[config.mk]
export PLATFORM = sky130hd
export DESIGN_NAME = gsim_seq_ctrl_flat
export DESIGN_NICKNAME = d
export VERILOG_FILES = /design/src/rtl/gsim_pkg.sv /design/src/rtl/gsim_seq_ctrl_if.sv /design/src/rtl/gsim_wrap_cnt.sv /design/src/rtl/gsim_seq_ctrl.sv /design/src/flat_wrapper.sv
export SDC_FILE = /design/constraint.sdc
export NUM_CORES = 1
export LEC_CHECK = 0
export CAP_MARGIN = 30
export CELL_PAD_IN_SITES_DETAIL_PLACEMENT = 1
export CELL_PAD_IN_SITES_GLOBAL_PLACEMENT = 1
export CORE_ASPECT_RATIO = 0.9
export CORE_MARGIN = 5
export CORE_UTILIZATION = 42
export CTS_BUF_LIST = sky130_fd_sc_hd__clkbuf_4
export DETAILED_ROUTE_END_ITERATION = 10
export PLACE_DENSITY_LB_ADDON = 0.15
export SLEW_MARGIN = 20
export SYNTH_ARGS = -nofsm -noshare
export SYNTH_HDL_FRONTEND = slang
export SYNTH_HIERARCHICAL = 1
export SYNTH_SLANG_ARGS = --single-unit
[constraint.sdc]
create_clock -name clk -period 5.9 [get_ports clk]
set_clock_uncertainty 0.2 [all_clocks]
set_input_delay 1.18 -clock clk [delete_from_list [all_inputs] [get_ports clk]]
set_output_delay 1.18 -clock clk [all_outputs]
set_load 0.005 [all_outputs]
[src/rtl/gsim_pkg.sv]
// Shared types and sizing for the Gauss-Seidel control sequencer.
// Widths are derived here so every file agrees on counter sizes.
package gsim_pkg;

   localparam int N_VARS   = 16;
   localparam int N_STAGES = 5;
   localparam int N_ROUNDS = 70;
   localparam int IDX_W    = $clog2(N_VARS);
   localparam int STG_W    = 3;
   localparam int RND_W    = $clog2(N_ROUNDS);

   typedef enum logic [1:0] {
      RECV = 2'd0,
      CALC = 2'd1,
      SEND = 2'd2
   } state_t;

endpackage

[src/rtl/gsim_seq_ctrl_if.sv]
// Control/handshake bundle between the sequencer and datapath/testbench.
// early_exit exists only when GSIM_CONV_EXIT_EN is defined.
interface gsim_seq_ctrl_if;
   import gsim_pkg::*;

   logic             in_en;
   logic             out_ready;
   logic             conv_ok;
   logic             b_we;
   logic [IDX_W-1:0] b_addr;
   logic             calc_en;
   logic [IDX_W-1:0] var_idx;
   logic [STG_W-1:0] stage;
   logic             ans_we;
   logic             out_valid;
   logic [IDX_W-1:0] out_idx;
   logic [RND_W-1:0] round;
   logic             busy;
`ifdef GSIM_CONV_EXIT_EN
   logic             early_exit;
`endif

   modport master (
      input  in_en, out_ready, conv_ok,
      output b_we, b_addr, calc_en, var_idx, stage, ans_we,
             out_valid, out_idx, round, busy
`ifdef GSIM_CONV_EXIT_EN
      , output early_exit
`endif
   );

   modport slave (
      output in_en, out_ready, conv_ok,
      input  b_we, b_addr, calc_en, var_idx, stage, ans_we,
             out_valid, out_idx, round, busy
`ifdef GSIM_CONV_EXIT_EN
      , input early_exit
`endif
   );

endinterface

[src/rtl/gsim_wrap_cnt.sv]
// Modulo-MAX counter with enable, sync clear and a wrap pulse; wrap is
// asserted combinationally in the enabled cycle that rolls MAX-1 over to 0.
module gsim_wrap_cnt #(
   parameter int MAX = 16,
   parameter int W   = 4
) (
   input  logic         clk,
   input  logic         reset,
   input  logic         en,
   input  logic         clr,
   output logic [W-1:0] cnt,
   output logic         wrap
);

   logic [W-1:0] cnt_q, cnt_d;

   assign wrap = en && (cnt_q == W'(MAX - 1));
   assign cnt  = cnt_q;

   always_comb begin
      cnt_d = cnt_q;
      if (clr)
         cnt_d = '0;
      else if (wrap)
         cnt_d = '0;
      else if (en)
         cnt_d = cnt_q + W'(1);
   end

   always_ff @(posedge clk or negedge reset) begin
      if (!reset)
         cnt_q <= '0;
      else
         cnt_q <= cnt_d;
   end

endmodule

[src/rtl/gsim_seq_ctrl.sv]
// Gauss-Seidel sequencer: load offsets, sweep stage/var/round, stream results.
// Optional convergence early exit under GSIM_CONV_EXIT_EN; SEND stalls on out_ready.
module gsim_seq_ctrl
   import gsim_pkg::*;
(
   input  logic                   clk,
   input  logic                   reset,
   gsim_seq_ctrl_if.master        io
);

   state_t           state_q, state_d;
   logic [IDX_W-1:0] ld_q, ld_d;
   logic [IDX_W-1:0] snd_q, snd_d;

   logic             in_calc;
   logic             cnt_clr;
   logic             exit_now;
   logic             stage_wrap, var_wrap, round_wrap;
   logic [STG_W-1:0] stage_cnt;
   logic [IDX_W-1:0] var_cnt;
   logic [RND_W-1:0] round_cnt;

   assign in_calc = (state_q == CALC);
   // Clearing on the exit cycle leaves every sweep counter at 0 for SEND.
   assign cnt_clr = !in_calc || exit_now;

   gsim_wrap_cnt #(.MAX(N_STAGES), .W(STG_W)) u_stage (
      .clk(clk), .reset(reset), .en(in_calc), .clr(cnt_clr),
      .cnt(stage_cnt), .wrap(stage_wrap)
   );

   gsim_wrap_cnt #(.MAX(N_VARS), .W(IDX_W)) u_var (
      .clk(clk), .reset(reset), .en(stage_wrap), .clr(cnt_clr),
      .cnt(var_cnt), .wrap(var_wrap)
   );

   gsim_wrap_cnt #(.MAX(N_ROUNDS), .W(RND_W)) u_round (
      .clk(clk), .reset(reset), .en(var_wrap), .clr(cnt_clr),
      .cnt(round_cnt), .wrap(round_wrap)
   );

`ifdef GSIM_CONV_EXIT_EN
   logic all_conv_q, all_conv_d;
   logic early_q, early_d;
   logic early_hit;

   // The closing update of a round counts toward that round's convergence.
   assign early_hit = var_wrap && (round_cnt != '0) && all_conv_q && io.conv_ok;
   assign exit_now  = round_wrap || early_hit;

   always_comb begin
      all_conv_d = all_conv_q;
      early_d    = early_q;
      if (!in_calc || var_wrap)
         all_conv_d = 1'b1;
      else if (stage_wrap)
         all_conv_d = all_conv_q && io.conv_ok;
      if (in_calc && early_hit)
         early_d = 1'b1;
      if (state_d == RECV)
         early_d = 1'b0;
   end

   always_ff @(posedge clk or negedge reset) begin
      if (!reset) begin
         all_conv_q <= 1'b0;
         early_q    <= 1'b0;
      end else begin
         all_conv_q <= all_conv_d;
         early_q    <= early_d;
      end
   end

   assign io.early_exit = early_q;
`else
   logic unused_conv_ok;
   assign unused_conv_ok = io.conv_ok;
   assign exit_now       = round_wrap;
`endif

   always_comb begin
      state_d = state_q;
      ld_d    = ld_q;
      snd_d   = snd_q;
      case (state_q)
         RECV: begin
            if (io.in_en) begin
               if (ld_q == IDX_W'(N_VARS - 1)) begin
                  ld_d    = '0;
                  state_d = CALC;
               end else begin
                  ld_d = ld_q + IDX_W'(1);
               end
            end
         end
         CALC: begin
            if (exit_now)
               state_d = SEND;
         end
         SEND: begin
            if (io.out_ready) begin
               if (snd_q == IDX_W'(N_VARS - 1)) begin
                  snd_d   = '0;
                  state_d = RECV;
               end else begin
                  snd_d = snd_q + IDX_W'(1);
               end
            end
         end
         default: begin
            state_d = RECV;
            ld_d    = '0;
            snd_d   = '0;
         end
      endcase
   end

   always_ff @(posedge clk or negedge reset) begin
      if (!reset) begin
         state_q <= RECV;
         ld_q    <= '0;
         snd_q   <= '0;
      end else begin
         state_q <= state_d;
         ld_q    <= ld_d;
         snd_q   <= snd_d;
      end
   end

   assign io.b_we      = (state_q == RECV) && io.in_en;
   assign io.b_addr    = ld_q;
   assign io.calc_en   = in_calc;
   assign io.var_idx   = var_cnt;
   assign io.stage     = stage_cnt;
   assign io.ans_we    = stage_wrap;
   assign io.round     = round_cnt;
   assign io.out_valid = (state_q == SEND);
   assign io.out_idx   = snd_q;
   assign io.busy      = (state_q != RECV);

endmodule

[src/flat_wrapper.sv]
// flat-port wrapper written by rule: the top's interface ports become plain ports
module gsim_seq_ctrl_flat import gsim_pkg::*;
  (clk, reset, io_in_en, io_out_ready, io_conv_ok, io_b_we, io_b_addr, io_calc_en, io_var_idx, io_stage, io_ans_we, io_out_valid, io_out_idx, io_round, io_busy);
  gsim_seq_ctrl_if io_i ();
  input  logic clk;
  input  logic reset;
  input wire logic [$bits(io_i.in_en)-1:0] io_in_en;
  input wire logic [$bits(io_i.out_ready)-1:0] io_out_ready;
  input wire logic [$bits(io_i.conv_ok)-1:0] io_conv_ok;
  output wire logic [$bits(io_i.b_we)-1:0] io_b_we;
  output wire logic [$bits(io_i.b_addr)-1:0] io_b_addr;
  output wire logic [$bits(io_i.calc_en)-1:0] io_calc_en;
  output wire logic [$bits(io_i.var_idx)-1:0] io_var_idx;
  output wire logic [$bits(io_i.stage)-1:0] io_stage;
  output wire logic [$bits(io_i.ans_we)-1:0] io_ans_we;
  output wire logic [$bits(io_i.out_valid)-1:0] io_out_valid;
  output wire logic [$bits(io_i.out_idx)-1:0] io_out_idx;
  output wire logic [$bits(io_i.round)-1:0] io_round;
  output wire logic [$bits(io_i.busy)-1:0] io_busy;
  assign io_i.in_en = io_in_en;
  assign io_i.out_ready = io_out_ready;
  assign io_i.conv_ok = io_conv_ok;
  assign io_b_we = io_i.b_we;
  assign io_b_addr = io_i.b_addr;
  assign io_calc_en = io_i.calc_en;
  assign io_var_idx = io_i.var_idx;
  assign io_stage = io_i.stage;
  assign io_ans_we = io_i.ans_we;
  assign io_out_valid = io_i.out_valid;
  assign io_out_idx = io_i.out_idx;
  assign io_round = io_i.round;
  assign io_busy = io_i.busy;
  gsim_seq_ctrl u_core (.clk(clk), .reset(reset), .io(io_i));
endmodule
; Word level (Yosys, flattened, before mapping)
; Index checks and enable logic that the tools add are counted.
[word_totals]
register_bits = 24
input_bits = 5
out_inout_bits = 27
wordCells = 62
[classes]
n_addsub = 5
eq_ne = 12
muxes = 21
bitwise_logic = 2
n_reduce_logical = 16
[ops]
columns = cell, n
row1 = two-way mux 4 bit, 7
row2 = two-way mux 7 bit, 3
row3 = case mux 4 bit (2 select lines), 2
row4 = adder 4 x 1 -> 4 bit (second input constant), 3
row5 = == test 4 bit (second input constant), 3
row6 = two-way mux 2 bit, 5
row7 = two-way mux 3 bit, 3
row8 = nonzero test 3 bit, 3
row9 = adder 7 x 1 -> 7 bit (second input constant), 1
row10 = == test 7 bit (second input constant), 1
row11 = != test 2 bit (second input constant), 3
row12 = case mux 2 bit (3 select lines), 1
row13 = AND reduction 5 bit, 1
row14 = logical AND 1 bit, 4
row15 = != test 2 x 1 -> 1 bit (second input constant), 2
row16 = AND reduction 2 bit, 2
row17 = OR reduction 2 bit, 2
row18 = adder 3 x 1 -> 3 bit (second input constant), 1
row19 = == test 3 bit (second input constant), 1
row20 = == test 2 x 1 -> 1 bit (second input constant), 1
row21 = == test 2 bit (second input constant), 1
row22 = zero test 2 bit, 1
row23 = NOT 1 bit, 2
row24 = nonzero test 2 bit, 1
row25 = other kinds (2), 2

; Depth between registers and ports, before layout
; Gate-level depths: netlist of the first run.
[logic_depth]
ltp_word = 6
ltp_mapped = 11
mapped_depth_nobuf = 11

; Cells and area by module
; Netlist of the first run, hierarchy kept.
[by_module_without_submodules]
columns = mod, instances, cells_each, area_each_um2, seq_area_each_um2
row1 = gsim_seq_ctrl, 1, 64, 626.9, 250.2
row2 = gsim_wrap_cnt (u_core.u_round), 1, 41, 402.9, 175.2
row3 = gsim_wrap_cnt (u_core.u_var), 1, 22, 205.2, 100.1
row4 = gsim_wrap_cnt (u_core.u_stage), 1, 17, 173.9, 75.1

; Worst setup path after synthesis of the first run
; OpenSTA, ideal clock, no wires.
[synth_timing]
kind = register to register
startpoint = reg u_core.state_q[1]
endpoint = reg u_core.u_round.cnt_q[3], in the netlist u_core/u_round/cnt[3]
setup_ps = 77
arrival_ps = 2764
required_time_ps = 5623
path_slack_ps = 2858
path_stages_with_launch = 12
n_path_buf = 0
period_less_slack_ps = 3042
path_cell_list = dfrtp_1 inv_1 ha_1 and3_2 nand2_2 nor2_1 nand4b_1 nor2_1 nand2b_1 o21ai_0 or3_1 a21oi_1
[synth_between]
elab_chain_len = 6
elab_cells_between_ends = 9
classes_between = eq/ne: 1 / mux: 2 / reduce/logical: 6
[synth_lines]
columns = item, line_no
row1 = from (decl), gsim_seq_ctrl.sv:11  ; state_t state_q, state_d;
row2 = from (signal assigned), gsim_seq_ctrl.sv:124  ; state_q <= state_d;
row3 = == test 2 x 1 -> 1 bit (*), gsim_seq_ctrl.sv:23  ; assign in_calc = (state_q == CALC);
row4 = named net io_calc_en, flat_wrapper.sv:12  ; output wire logic [$bits(io_i.calc_en)-1:0] io_calc_en;
row5 = logical AND 1 bit (*), gsim_wrap_cnt.sv:17  ; assign wrap = en && (cnt_q == W'(MAX - 1));
row6 = named net io_ans_we, flat_wrapper.sv:15  ; output wire logic [$bits(io_i.ans_we)-1:0] io_ans_we;
row7 = logical AND 1 bit (*), gsim_wrap_cnt.sv:17
row8 = named net u_core.var_wrap, gsim_seq_ctrl.sv:18  ; logic stage_wrap, var_wrap, round_wrap;
row9 = logical AND 1 bit (*), gsim_wrap_cnt.sv:17
row10 = named net u_core.exit_now, gsim_seq_ctrl.sv:17  ; logic exit_now;
row11 = logical OR 1 bit (*), gsim_seq_ctrl.sv:25  ; assign cnt_clr = !in_calc || exit_now;
row12 = named net u_core.cnt_clr, gsim_seq_ctrl.sv:16  ; logic cnt_clr;
row13 = nonzero test 3 bit (no source line) / two-way mux 7 bit (equally long branches), n/a
row14 = to (signal assigned), gsim_wrap_cnt.sv:34  ; cnt_q <= cnt_d;
row15 = to (decl), gsim_wrap_cnt.sv:15  ; logic [W-1:0] cnt_q, cnt_d;
; The timed path passes the listed nets; every way through them passes the cells marked *.
; A chain may end at the register's enable or synchronous reset.

; Worst setup path after layout of the first run
[layout_timing]
startpoint = in io_in_en
endpoint = out io_b_we
[layout_between]
elab_chain_len = 1
[layout_lines]
columns = item, line_no
row1 = from (decl), flat_wrapper.sv:7  ; input wire logic [$bits(io_i.in_en)-1:0] io_in_en;
row2 = logical AND 1 bit, gsim_seq_ctrl.sv:130  ; assign io.b_we = (state_q == RECV) && io.in_en;
row3 = to (decl), flat_wrapper.sv:10  ; output wire logic [$bits(io_i.b_we)-1:0] io_b_we;
; Every way passes these cells.

==> impl_metrics.toml, run 1 <==
[clock_network]
clock_tree.htree_level_count = 1
clockBufferDepth = 2
cts_setup_buffers = 0
cts-hold-fix-buffers = 0
root_buffer = "sky130_fd_sc_hd__clkbuf_4"
clock_insertion_delay_worst_skew_ps = 320
resize_count_post_cts = 0
cts_inserted_buffers = 3
tritoncts = "done"
clock_sink_count = 24
cts.clk_slew.worst_paths_ps = 140

[drt]
avgViaCountPerCell = 5.365
dr.pass1.iters = 6
drt_drc_violations_left = 0
avgRoutedWirePerCell_um = 15.09
drt_iter0_markers = 62
drt.antenna.violating_nets = 0
vias = 1191
wirelength_um = 3350

[worst_setup_path]
timing.critical_path.required_ps = 4520
worstSetupEndpointType = "primary output"
worst-endpoint-arrival_ps = 2400
critical_path.top_delay_family = "buffers and inverters"
timing.critical_path.from_type = "input pin"
worstPathCellList = "clkdlybuf4s50_1, and2_1, clkdlybuf4s50_1"
max_stage_delay_ps = 540
path_class = "input pin to primary output"
cp.buffers_inverters = 2
cp_slowest_cell = "sky130_fd_sc_hd__clkdlybuf4s50_1"
critical_path.most_common_cell = "sky130_fd_sc_hd__clkdlybuf4s50_1"
cp_max_fo = 5

[worst_hold_path]
worst_hold_path_type = "register to register"

[floorplan]
rows = 20
dieHeight_um = 64.95
die_x_um = 71.05
area_of_the_core_um2 = 3303
die_area_um2 = 4614
num_io_pins = 32
floorplan.initialDensity = 0.4265

[synthesis]
post-synth-top-area-fraction = 0.4263
synth-edff-count = 0
synth_common_cells = "sky130_fd_sc_hd__dfrtp_1, sky130_fd_sc_hd__nand2_1, sky130_fd_sc_hd__ha_1, sky130_fd_sc_hd__o21ai_0, sky130_fd_sc_hd__a21oi_1"
synthTopCellsByArea = "sky130_fd_sc_hd__dfrtp_1, sky130_fd_sc_hd__ha_1, sky130_fd_sc_hd__o21ai_0, sky130_fd_sc_hd__nand2_1, sky130_fd_sc_hd__a21oi_1"
synth-warning-count = 6
mappedNetlistNets = 161
ys_seq_area_frac = 0.4263
post_synth_num_cell_types = 38
dominant_register_cell_in_the_synthesized_netlist = "sky130_fd_sc_hd__dfrtp_1"
synthMostInstantiatedCell = "sky130_fd_sc_hd__dfrtp_1"
share_of_synthesized_flip_flops_with_an_asynchronous_set_or_reset = 1.000
mappedNetlistArea_um2 = 1409
post_synth.cell_area_avg_um2 = 9.784
synth.largest_area_cell = "sky130_fd_sc_hd__dfrtp_1"
syn-instance-count = 144
synth-seq-cells = 24

[flow_run]
maxCapViolations = 0

[power]
power.density_nw_per_um2 = 307.9
leakage_dissipation_nw = 0.7435
ir_drop_uv = 205.9

[grt]
grt_first_pass_wirelength_um = 5768
grt_use_met3 = 0.03721
groute.layer.met2.usage = 0.2836
grtUsageMet1 = 0.1781
first_global_vias = 1281
maximum_number_of_pins_on_one_net_before_global_route_repair = 25
gr-max-usage-layer = "met2"
antenna_found_initial = 0
grt_overflow_total = 0
track_usage = 0.1561

[finish]
area.growth.synth_to_final_pct = 26.82
postLayoutCoreUtil = 0.5409
antennaDiodeCount = 0
share_of_post_route_cells_with_drive_strength_above_1 = 0.08427
non_filler_instance_count_after_layout = 222
fin_nets = 196

[timing]
max_freq_ghz = 0.2646
tns_ps = 0
final-hold-violation-count = 0
timing_worst_slew_pin_value_ps = 630.3
timing.final.setup_violations = 0
period_minus_ws_final_ps = 3780
timing.final.crit_share = 0.6406
timing.max_slew.rel_slack = 0.5798
maxSlewViolCount = 0
grt_setup_unrepaired = "no"

[placement]
gpl_wtd_cong = 0.7691
place.detailed.instances = 218
hpwl_after_detailed_placement_um = 2491
buffer_ports.inserted = 30

[outcome]
outcome = "finished clean"
-- power breakdown --
part	internal, W	switching (W)
logic	0.000122	0.000142
clock network	0.0000248	0.0000527
registers	0.000186	0.0000228
total	0.000333	0.000218
-- state kept, by name, indices dropped and copies added, names as in the netlist --
name and flops:
u_core/io.b_addr 4, u_core/io.out_idx 4, u_core/u_round/cnt 7, u_core/u_stage/cnt 3, u_core/u_var/cnt 4, u_core/state_q 2
-- area by class of cell --
cell class / count / area [um2]
clock buffer: 3 / 22.52
clock inverter: 1 / 3.754
fill: 401 / 1516
inverter: 7 / 26.28
multi-input combinational: 112 / 770.7
sequential: 24 / 600.6
tap: 44 / 55.05
timing repair buffer: 31 / 307.8
-- worst reg2reg max path, cell delays in order, from the launching register on --
cell and delay (ps):
sky130_fd_sc_hd__dfrtp_1 430, sky130_fd_sc_hd__inv_1 120, sky130_fd_sc_hd__ha_1 360, sky130_fd_sc_hd__and3_2 320, sky130_fd_sc_hd__nand2_2 80, sky130_fd_sc_hd__nor2_1 440, sky130_fd_sc_hd__nand4b_1 310, sky130_fd_sc_hd__nor2_1 150
sky130_fd_sc_hd__nand2b_1 520, sky130_fd_sc_hd__o21ai_0 190, sky130_fd_sc_hd__or3_1 380, sky130_fd_sc_hd__a21oi_1 150
-- per-stage QoR --
step | hold slack (ps) | setup slack, ps | cell area (um2) | total power (W)
global placement | 313.2 | 2135 | 1760 | 0.0004651
global route | 365.4 | 1814 | 1787 | 0.0005997
floorplan | 306.2 | 2858 | 1409 | 0.0003819
finish | 347.9 | 2120 | 1787 | 0.0005501
CTS | 349.4 | 2126 | 1787 | 0.0005590
detailed placement | 326.6 | 2135 | 1760 | 0.0004795
-- kinds of logic after synthesis --
kind of cell	synth area share
AO/OA/AOI/OAI	0.1723
XOR/XNOR	0.01865
adder cells (fa/ha/maj)	0.1066
buffers and inverters	0.02665
flip-flops	0.4263
multiplexers	0.03019
AND/OR/NAND/NOR	0.2194
-- layer usage --
layer	up-vias	wire (um)
li1	578	-
met1	587	1512
met2	22	1664
met3	4	135
met4	0	38
met5	-	0
-- layout by cell type, fill, tap and decap left out, types with 2 or more instances in the layout --
master / count
sky130_fd_sc_hd__a21oi_1: 11
sky130_fd_sc_hd__dfrtp_1: 24
sky130_fd_sc_hd__or3_1: 5
sky130_fd_sc_hd__nor2b_1: 4
sky130_fd_sc_hd__nand3_1: 7
sky130_fd_sc_hd__clkbuf_4: 3
sky130_fd_sc_hd__mux2_2: 2
sky130_fd_sc_hd__xor2_1: 3
sky130_fd_sc_hd__o21ai_0: 12
sky130_fd_sc_hd__ha_1: 12
sky130_fd_sc_hd__nand2b_1: 6
sky130_fd_sc_hd__clkdlybuf4s50_1: 30
sky130_fd_sc_hd__nor2_1: 10
sky130_fd_sc_hd__nand2_1: 15
sky130_fd_sc_hd__inv_1: 7
sky130_fd_sc_hd__mux2i_1: 2
-- worst paths after layout --
path                                                       start                                end  slack [ps]  cells past startpoint
min in group asynchronous                                  reset   u_core/io.out_idx[2]$_DFFE_PN0P_        1010                      2
worst max-delay path                                    io_in_en                            io_b_we        2120                      3
worst max register to register     u_core/state_q[1]$_DFFE_PN0P_  u_core/u_round/cnt[3]$_DFFE_PN0P_        2190                     11
worst min register to register  u_core/io.out_idx[2]$_DFFE_PN0P_   u_core/io.out_idx[2]$_DFFE_PN0P_         350                      1
max in group asynchronous                                  reset    u_core/io.b_addr[3]$_DFFE_PN0P_        4250                      2
worst min-delay path            u_core/io.out_idx[2]$_DFFE_PN0P_   u_core/io.out_idx[2]$_DFFE_PN0P_         350                      1
Power figures use the tool's default switching activity.
==> inputs of run 2 (changes only) <==
--- a/config.mk
+++ b/config.mk
@@ -10,7 +10,7 @@
 export CELL_PAD_IN_SITES_GLOBAL_PLACEMENT = 1
 export CORE_ASPECT_RATIO = 0.9
 export CORE_MARGIN = 5
-export CORE_UTILIZATION = 42
+export CORE_UTILIZATION = 39
 export CTS_BUF_LIST = sky130_fd_sc_hd__clkbuf_4
 export DETAILED_ROUTE_END_ITERATION = 10
 export PLACE_DENSITY_LB_ADDON = 0.15
==> constraint.sdc (replaced) <==
create_clock -name clk -period 4 [get_ports clk]
set_clock_uncertainty 0.2 [all_clocks]
set_input_delay 0.8 -clock clk [delete_from_list [all_inputs] [get_ports clk]]
set_output_delay 0.8 -clock clk [all_outputs]
set_load 0.005 [all_outputs]
==> impl_metrics.toml, run 2 (synthesis gave the netlist of run 1 again) <==
[drt]
drt_drc_violations_left = 0
dr_wl_met3_um = 134
avgRoutedWirePerCell_um = 14.82
routedLengthMet1_um = 1581
drt.antenna.violating_nets = 0
dr.pass1.iters = 4
vias = 1183
drt_iter0_markers = 37
highest_layer = "met4"
wl_met2_um = 1562
avgViaCountPerCell = 5.281
wirelength_um = 3320

[finish]
antennaDiodeCount = 0
final_common_cell = "sky130_fd_sc_hd__clkdlybuf4s50_1"
multiInputGateArea_um2 = 770.7
layout_common_cells = "sky130_fd_sc_hd__clkdlybuf4s50_1, sky130_fd_sc_hd__dfrtp_1, sky130_fd_sc_hd__nand2_1, sky130_fd_sc_hd__o21ai_0, sky130_fd_sc_hd__ha_1"
register_area_um2 = 600.6
filler_cell_count = 399
design_area_um2 = 1828
share_of_post_route_cells_with_drive_strength_above_1 = 0.1000
largest_register_ffs = 7
postLayoutCoreUtil = 0.5332
area.growth.synth_to_final_pct = 29.75
fin_nets = 198

[placement]
place_area_um2 = 1775
hpwl_after_detailed_placement_um = 2447
gpl_wtd_cong = 0.8052
buffer_ports.inserted = 30

[clock_network]
cts.clk_slew.worst_paths_ps = 150
cts-hold-fix-buffers = 0
tritoncts = "done"
cts_inserted_buffers = 3
cts_setup_buffers = 0
root_buffer = "sky130_fd_sc_hd__clkbuf_4"
clock_sink_count = 24
clockBufferDepth = 2
resize_count_post_cts = 0
clock_insertion_delay_worst_skew_ps = 340
clock_tree.htree_level_count = 1

[floorplan]
rows = 20
floorplan.initialDensity = 0.4109
die_area_um2 = 4916
dieHeight_um = 67.02
area_of_the_core_um2 = 3428
die_x_um = 73.36
num_io_pins = 32

[timing]
timing.final.crit_share = 0.8044
period_minus_ws_final_ps = 3217
tns_ps = 0
maxSlewViolCount = 0
timing.final.setup_violations = 0
grt_setup_unrepaired = "no"
timing.max_slew.rel_slack = 0.6328
final-hold-violation-count = 0
hold-worst-slack_ps = 350.5
max_freq_ghz = 0.3108
timing_worst_slew_pin_value_ps = 548.7

[outcome]
outcome = "finished clean"

[grt]
first_global_vias = 1243
grt_overflow_total = 0
track_usage = 0.1538
grt_first_pass_wirelength_um = 5885
antenna_found_initial = 0
maximum_number_of_pins_on_one_net_before_global_route_repair = 25

[worst_setup_path]
worstSetupEndpointType = "register"
cp_slowest_cell = "sky130_fd_sc_hd__nor2_1"
worst-endpoint-arrival_ps = 3290
max_stage_delay_ps = 450
cp_max_fo = 9
timing.critical_path.from_type = "register"
critical_path_depth = 11
critical_path.top_delay_family = "simple AND/OR/NAND/NOR gates"
cp.buffers_inverters = 1
worstPathCellList = "inv_1, ha_1, and3_2, nand2_2, nor2_1, nand4b_1, nor2_1, nand2b_1, o2111ai_2, or3_1, a21oi_1"
reg2regPathDepth = 11
critical_path.most_common_cell = "sky130_fd_sc_hd__nor2_1"
path_class = "register to register"
timing.critical_path.required_ps = 4080

[power]
power.density_nw_per_um2 = 493.1
ir_drop_uv = 262.1
leakage_dissipation_nw = 0.7657

[flow_run]
maxCapViolations = 0

[worst_hold_path]
hold_path_depth = 1
worst_hold_path_type = "register to register"
## run 2: metrics by stage
step | total power [W] | setup slack (ps) | std cells
finish | 0.0009014 | 782.5 | 224
global route | 0.0009832 | 502.7 | 224
CTS | 0.0009191 | 754.3 | 224
floorplan | 0.0005634 | 958.5 | 144
detailed placement | 0.0007209 | 781.4 | 220
global placement | 0.0007023 | 920.4 | 220
## run 2: layout make-up
class | count | share of cell area
clock buffer | 3 | 0.01232
sequential | 24 | 0.3285
tap | 44 | 0.03012
clock inverter | 1 | 0.01643
timing repair buffer | 33 | 0.1766
multi-input combinational | 112 | 0.4216
inverter | 7 | 0.01437
## run 2: worst register-to-register path, delay by kind of cell, from the launching register on
kind / cells / cell delay, ps
and+or+nand+nor: 7 / 1880
adders and majority gates: 1 / 190
DFF: 1 / 430
AOI/OAI and AO/OA: 2 / 320
buffers and inverters: 1 / 130
## run 2: final timing paths
path | slack (ps) | start | endpoint
worst max-delay path | 780 | u_core/state_q[1]$_DFFE_PN0P_ | u_core/u_round/cnt[6]$_DFFE_PN0P_
worst min-delay path | 350 | u_core/io.out_idx[2]$_DFFE_PN0P_ | u_core/io.out_idx[2]$_DFFE_PN0P_
worst max register to register | 780 | u_core/state_q[1]$_DFFE_PN0P_ | u_core/u_round/cnt[6]$_DFFE_PN0P_
worst min register to register | 350 | u_core/io.out_idx[2]$_DFFE_PN0P_ | u_core/io.out_idx[2]$_DFFE_PN0P_
max in group asynchronous | 2740 | reset | u_core/io.b_addr[0]$_DFFE_PN0P_
min in group asynchronous | 610 | reset | u_core/u_stage/cnt[1]$_DFFE_PN0P_
## run 2: metal layers
| layer | global-route usage | vias up |
|---|---|---|
| met5 | 0 | - |
| met4 | 0.05204 | 0 |
| met3 | 0.02715 | 5 |
| met2 | 0.2556 | 21 |
| met1 | 0.2000 | 579 |
| li1 | - | 578 |
## run 2: where the power goes
part / switching (W) / leakage, nW / internal [W] / total [W]
sequential: 0.0000351 / 0.329 / 0.000274 / 0.000309
combinational: 0.000213 / 0.408 / 0.000193 / 0.000407
clock: 0.0000841 / 0.0279 / 0.000102 / 0.000186
